[src/rtl/dm_port_arbiter_pkg.sv]
// Shared types for the data-memory port arbiter.
// Owner encoding is used for grant winner, last owner and read-return owner.
package dm_arb_pkg;

    typedef enum logic [1:0] {
        OWN_NONE,
        OWN_CORE,
        OWN_HOST
    } owner_t;

endpackage

[src/rtl/dm_port_arbiter_if.sv]
// One requester's view of the data-memory port.
// The master drives the request and the slave answers with the grant and read return.
interface dm_port_if #(
    parameter int AW = 8,
    parameter int DW = 8
);

    logic          req;
    logic          we;
    logic [AW-1:0] addr;
    logic [DW-1:0] wdata;
    logic          gnt;
    logic          rvalid;
    logic [DW-1:0] rdata;

    modport master (
        output req, we, addr, wdata,
        input  gnt, rvalid, rdata
    );

    modport slave (
        input  req, we, addr, wdata,
        output gnt, rvalid, rdata
    );

endinterface

[src/rtl/dm_port_arbiter.sv]
// Shares the byte-wide dm port between the core LSU and the host port.
// Round-robin on conflict, host lock-out, 1-cycle read return, saturating conflict counter.
module dm_port_arbiter
    import dm_arb_pkg::*;
#(
    parameter int AW = 8,
    parameter int DW = 8,
    parameter int CW = 16
) (
    input  logic          clk,
    input  logic          reset,
    dm_port_if.slave      core,
    dm_port_if.slave      host,
    input  logic          host_lock,
    output logic          core_stall,
    output logic          mem_en,
    output logic          mem_we,
    output logic [AW-1:0] mem_addr,
    output logic [DW-1:0] mem_wdata,
    input  logic [DW-1:0] mem_rdata,
    output logic [CW-1:0] conflict_cnt
);

    owner_t last_owner;
    owner_t rd_owner;
    owner_t win;
    owner_t rd_next;
    logic   core_ok;
    logic   host_ok;
    logic   both_req;

    // Grants are gated by reset so every output reads 0 while reset is held.
    always_comb begin
        core_ok = reset & core.req & ~host_lock;
        host_ok = reset & host.req;
        win     = OWN_NONE;
        unique case (1'b1)
            core_ok && host_ok:
                win = (last_owner == OWN_CORE) ? OWN_HOST : OWN_CORE;
            core_ok && !host_ok:
                win = OWN_CORE;
            !core_ok && host_ok:
                win = OWN_HOST;
            default:
                win = OWN_NONE;
        endcase
    end

    always_comb begin
        mem_en    = 1'b0;
        mem_we    = 1'b0;
        mem_addr  = '0;
        mem_wdata = '0;
        unique case (win)
            OWN_CORE: begin
                mem_en    = 1'b1;
                mem_we    = core.we;
                mem_addr  = core.addr;
                mem_wdata = core.wdata;
            end
            OWN_HOST: begin
                mem_en    = 1'b1;
                mem_we    = host.we;
                mem_addr  = host.addr;
                mem_wdata = host.wdata;
            end
            default: begin
                mem_en    = 1'b0;
            end
        endcase
    end

    always_comb begin
        core.gnt    = (win == OWN_CORE);
        host.gnt    = (win == OWN_HOST);
        core_stall  = reset & core.req & (win != OWN_CORE);
        rd_next     = (mem_en && !mem_we) ? win : OWN_NONE;
        both_req    = core.req & host.req;
        core.rvalid = (rd_owner == OWN_CORE);
        host.rvalid = (rd_owner == OWN_HOST);
        core.rdata  = core.rvalid ? mem_rdata : '0;
        host.rdata  = host.rvalid ? mem_rdata : '0;
    end

    always_ff @(posedge clk or negedge reset) begin
        if (!reset) begin
            last_owner   <= OWN_HOST;
            rd_owner     <= OWN_NONE;
            conflict_cnt <= '0;
        end else begin
            if (win != OWN_NONE)
                last_owner <= win;
            rd_owner <= rd_next;
            if (both_req && (conflict_cnt != '1))
                conflict_cnt <= conflict_cnt + 1'b1;
        end
    end

endmodule

[src/flat_wrapper.sv]
// flat-port wrapper written by rule: the top's interface ports become plain ports
module dm_port_arbiter_flat import dm_arb_pkg::*;
#(
    parameter int AW = 8,
    parameter int DW = 8,
    parameter int CW = 16
)
  (clk, reset, host_lock, core_stall, mem_en, mem_we, mem_addr, mem_wdata, mem_rdata, conflict_cnt, core_req, core_we, core_addr, core_wdata, core_gnt, core_rvalid, core_rdata, host_req, host_we, host_addr, host_wdata, host_gnt, host_rvalid, host_rdata);
  dm_port_if #(.AW(AW), .DW(DW)) core_i ();
  dm_port_if #(.AW(AW), .DW(DW)) host_i ();
  input  logic clk;
  input  logic reset;
  input  logic host_lock;
  output logic core_stall;
  output logic mem_en;
  output logic mem_we;
  output logic [AW-1:0] mem_addr;
  output logic [DW-1:0] mem_wdata;
  input  logic [DW-1:0] mem_rdata;
  output logic [CW-1:0] conflict_cnt;
  input wire logic [$bits(core_i.req)-1:0] core_req;
  input wire logic [$bits(core_i.we)-1:0] core_we;
  input wire logic [$bits(core_i.addr)-1:0] core_addr;
  input wire logic [$bits(core_i.wdata)-1:0] core_wdata;
  output wire logic [$bits(core_i.gnt)-1:0] core_gnt;
  output wire logic [$bits(core_i.rvalid)-1:0] core_rvalid;
  output wire logic [$bits(core_i.rdata)-1:0] core_rdata;
  input wire logic [$bits(host_i.req)-1:0] host_req;
  input wire logic [$bits(host_i.we)-1:0] host_we;
  input wire logic [$bits(host_i.addr)-1:0] host_addr;
  input wire logic [$bits(host_i.wdata)-1:0] host_wdata;
  output wire logic [$bits(host_i.gnt)-1:0] host_gnt;
  output wire logic [$bits(host_i.rvalid)-1:0] host_rvalid;
  output wire logic [$bits(host_i.rdata)-1:0] host_rdata;
  assign core_i.req = core_req;
  assign core_i.we = core_we;
  assign core_i.addr = core_addr;
  assign core_i.wdata = core_wdata;
  assign core_gnt = core_i.gnt;
  assign core_rvalid = core_i.rvalid;
  assign core_rdata = core_i.rdata;
  assign host_i.req = host_req;
  assign host_i.we = host_we;
  assign host_i.addr = host_addr;
  assign host_i.wdata = host_wdata;
  assign host_gnt = host_i.gnt;
  assign host_rvalid = host_i.rvalid;
  assign host_rdata = host_i.rdata;
  dm_port_arbiter #(.AW(AW), .DW(DW), .CW(CW)) u_core (.clk(clk), .reset(reset), .core(core_i), .host(host_i), .host_lock(host_lock), .core_stall(core_stall), .mem_en(mem_en), .mem_we(mem_we), .mem_addr(mem_addr), .mem_wdata(mem_wdata), .mem_rdata(mem_rdata), .conflict_cnt(conflict_cnt));
endmodule
[config.mk]
export PLATFORM = sky130hd
export DESIGN_NAME = dm_port_arbiter_flat
export DESIGN_NICKNAME = d
export VERILOG_FILES = /design/src/rtl/dm_port_arbiter_pkg.sv /design/src/rtl/dm_port_arbiter_if.sv /design/src/rtl/dm_port_arbiter.sv /design/src/flat_wrapper.sv
export SDC_FILE = /design/constraint.sdc
export NUM_CORES = 1
export LEC_CHECK = 0
export CORE_AREA = 2 2 61 69
export CTS_BUF_LIST = sky130_fd_sc_hd__clkbuf_2 sky130_fd_sc_hd__clkbuf_4 sky130_fd_sc_hd__clkbuf_8
export DETAILED_ROUTE_END_ITERATION = 8
export DIE_AREA = 0 0 63 71
export PLACE_DENSITY = 0.82
export SLEW_MARGIN = 20
export SYNTH_ARGS = -nofsm -noshare
export SYNTH_HDL_FRONTEND = slang
export SYNTH_SLANG_ARGS = --single-unit
[constraint.sdc]
create_clock -name clk -period 2.4 [get_ports clk]
set_clock_uncertainty 0.2 [all_clocks]
set_input_delay 0.6 -clock clk [delete_from_list [all_inputs] [get_ports clk]]
set_output_delay 0.6 -clock clk [all_outputs]
set_load 0.01 [all_outputs]
==> impl_metrics.py, run 1 <==
metrics = {
    "yosys": {
        "yosys.area.top_type": "dfrtp_1",
        "netlist.area_leader.share": 0.3789,
        "syn_avg_cell_area_um2": 9.507,
        "syn_inst": 132,
        "synth_area_leaders": "dfrtp_1 38%, a22o_1 12%, xor2_1 9.8%",
        "synth_nets": 180,
        "synth_cell_type_count": 31,
        "synth_seq_cells": 20,
        "ys_warn_count": 0,
        "syn_area_um2": 1255,
        "seq_area_frac_synth": 0.3998,
    },
    "final_layout": {
        "multi_input_area_um2": 740.7,
        "final_util": 0.6670,
        "final_common_cell": "clkdlybuf4s50_1",
        "instances_no_fill": 311,
        "final_nets": 308,
        "n_fill_cell": 321,
        "final-seq-area_um2": 501.7,
        "syn2layout_area_growth_pct": 102.7,
        "mostFrequentLayoutCells": "60 x clkdlybuf4s50_1, 22 x buf_2, 20 x buf_4, 19 x dfrtp_1, 18 x dlygate4sd2_1",
        "diodes": 0,
        "final_cell_area_um2": 2544,
        "layout-drive-gt1-share": 0.2664,
    },
    "detailed_routing": {
        "drtAntennaViolNets": 0,
        "post-route-drc-count": 0,
        "first_pass_iters": 4,
        "first_iter_violations": 49,
        "postRouteWirelength_um": 4196,
        "dr_total_vias": 1480,
        "viasPerCell": 4.759,
        "wl_per_cell_um": 13.49,
    },
    "outcome": {
        "violations": "negative setup slack",
        "status": "finished, violations left",
    },
    "clock_tree": {
        "insertion_delay_ps": 260,
        "cts_max_path_buffers": 2,
        "cts_tree": "built",
        "clock_sinks": 20,
        "htree_levels": 1,
        "cts-buffers-inserted": 3,
        "cts_hold_buf": 0,
        "clkTransAtPathRegs_ps": 90,
        "root_buffer": "clkbuf_8",
    },
    "die": {
        "die_area_um2": 4473,
        "ios": 102,
        "fp.dieW_um": 63,
        "rows": 24,
        "core_area_um2": 3814,
        "start_util": 0.3291,
        "die_y_um": 71,
    },
    "sta": {
        "hold_ws_ps": 109.8,
        "grt_setup_unrepaired": "true",
        "min_period_ps": 2472,
        "finalSetupViolCount": 19,
        "worst_slack_ps": -72.25,
        "slew_violations": 0,
        "slew_headroom": 0.6894,
        "setup-tns-final_ps": -914.6,
        "tightestPinTransition_ps": 462.1,
        "timing.fmax_mhz": 404.5,
        "post-route-period-util": 1.030,
        "hold_violations": 0,
    },
    "setup_path": {
        "r2r_setup_slack_ps": 370,
        "crit_path_start_kind": "input pin",
        "critical_path_class": "input pin to output pin",
        "crit_path_frequent_cell": "buf_2",
        "cp_slowest_cell": "a311oi_2",
        "r2r-start": "u_core.conflict_cnt[0]",
        "crit_fanout": 4,
        "path_cells": "buf_2, nand2_2, a311oi_2, buf_4, buf_6, a22o_1, buf_2",
        "worstSetupEndpointType": "output pin",
        "required_ps": 1600,
        "critPathTopFamily": "buffers and inverters",
        "cp.buffers_inverters": 4,
        "slowest_delay_ps": 290,
        "arrival_ps": 1670,
        "critPathLaunch": "reset",
    },
    "place": {
        "gp_congestion": 0.8101,
        "io_buffers": 101,
        "dp_cells": 296,
        "placed_cell_area_um2": 2445,
        "place_ws_ps": -751.9,
        "dp_hpwl_um": 3220,
    },
    "min_path": {
        "hp-class": "input pin to async pin",
    },
    "grt": {
        "overflow": 0,
        "grt_pass1_vias": 1527,
        "grt_usage": 0.1943,
        "grt_max_degree": 13,
        "antenna_found_initial": 0,
        "grt_pass1_wl_um": 7010,
    },
    "pwr": {
        "power_mw": 1.298,
        "leakage_nw": 1.248,
        "ir_drop_mv": 0.3876,
        "power.density_nw_per_um2": 510.2,
    },
    "run": {
        "cap_violations": 0,
    },
}
[state kept, by name (all words and copies together) (netlist names)]
name,count
u_core.rd_owner,2
u_core.conflict_cnt,16
u_core.last_owner,2
[layer usage]
layer  global-route usage  wire (um)
met1               0.2247       1620
met2               0.3593       2332
met3              0.03339        195
met4              0.06667         48
met5                    0          0
[timing repair]
action | CTS | global route
resized for setup | 130 | 0
setup buffers | 9 | 0
setup endpoints to repair | 37 | 19
gates cloned | 2 | 0
pin swaps | 3 | 2
[final timing paths]
kind | endpoint | cells past startpoint
hold reg to reg | u_core.conflict_cnt[15] | 1
max in group asynchronous | u_core.last_owner[0] | 2
setup / recovery | mem_addr[0] | 7
hold / removal | u_core.conflict_cnt[10] | 2
setup reg to reg | u_core.conflict_cnt[10] | 6
min in group clk | u_core.conflict_cnt[15] | 1
[layout make-up]
cell class	count	area share
clock inverters	1	0.01181
inverters	1	0.001476
multi-input cells	104	0.2912
well taps	52	0.02558
flip-flops and latches	20	0.1972
clock buffers	3	0.01623
repair buffers	130	0.4565
[cell usage after synthesis (all sizes together)]
library cell  instances
a21oi                 1
a22o                 17
a311oi                1
a32oi                 1
and2                 16
buf                   1
clkbuf                6
dfrtp                19
dfstp                 1
ha                    1
inv                   1
mux2                  1
nand2                 9
nand2b                2
nand3                 5
nand4                 6
nor2                  5
nor2b                 5
nor3                  7
nor3b                 1
nor4                  5
nor4b                 1
o21a                  1
o21ai                 2
or2                   2
or4                   1
xor2                 14
[power by group]
| group | total (mW) | internal, mW | leakage, nW | switching, mW |
|---|---|---|---|---|
| combinational | 0.463 | 0.291 | 0.954 | 0.172 |
| clock | 0.336 | 0.223 | 0.0357 | 0.114 |
| sequential | 0.498 | 0.404 | 0.258 | 0.0937 |
[kinds of logic after synthesis]
| kind of cell | after synthesis | share of synthesized area |
|---|---|---|
| buffers and inverters | 8 | 0.02492 |
| flip-flops | 20 | 0.3998 |
| adder cells (fa/ha/maj) | 1 | 0.009968 |
| AO/OA/AOI/OAI | 23 | 0.1505 |
| multiplexers | 1 | 0.008972 |
| AND/OR/NAND/NOR | 65 | 0.3081 |
| XOR/XNOR | 14 | 0.09771 |
Power figures use the tool's default switching activity.
==> inputs of run 2 (changes only) <==
--- a/config.mk
+++ b/config.mk
@@ -7,6 +7,7 @@
 export LEC_CHECK = 0
 export CORE_AREA = 2 2 61 69
 export CTS_BUF_LIST = sky130_fd_sc_hd__clkbuf_2 sky130_fd_sc_hd__clkbuf_4 sky130_fd_sc_hd__clkbuf_8
+export CTS_CLUSTER_DIAMETER = 30
 export DETAILED_ROUTE_END_ITERATION = 8
 export DIE_AREA = 0 0 63 71
 export PLACE_DENSITY = 0.82
==> results of run 2 <==
Final layout, timing and power as in run 1 (identical DEF).
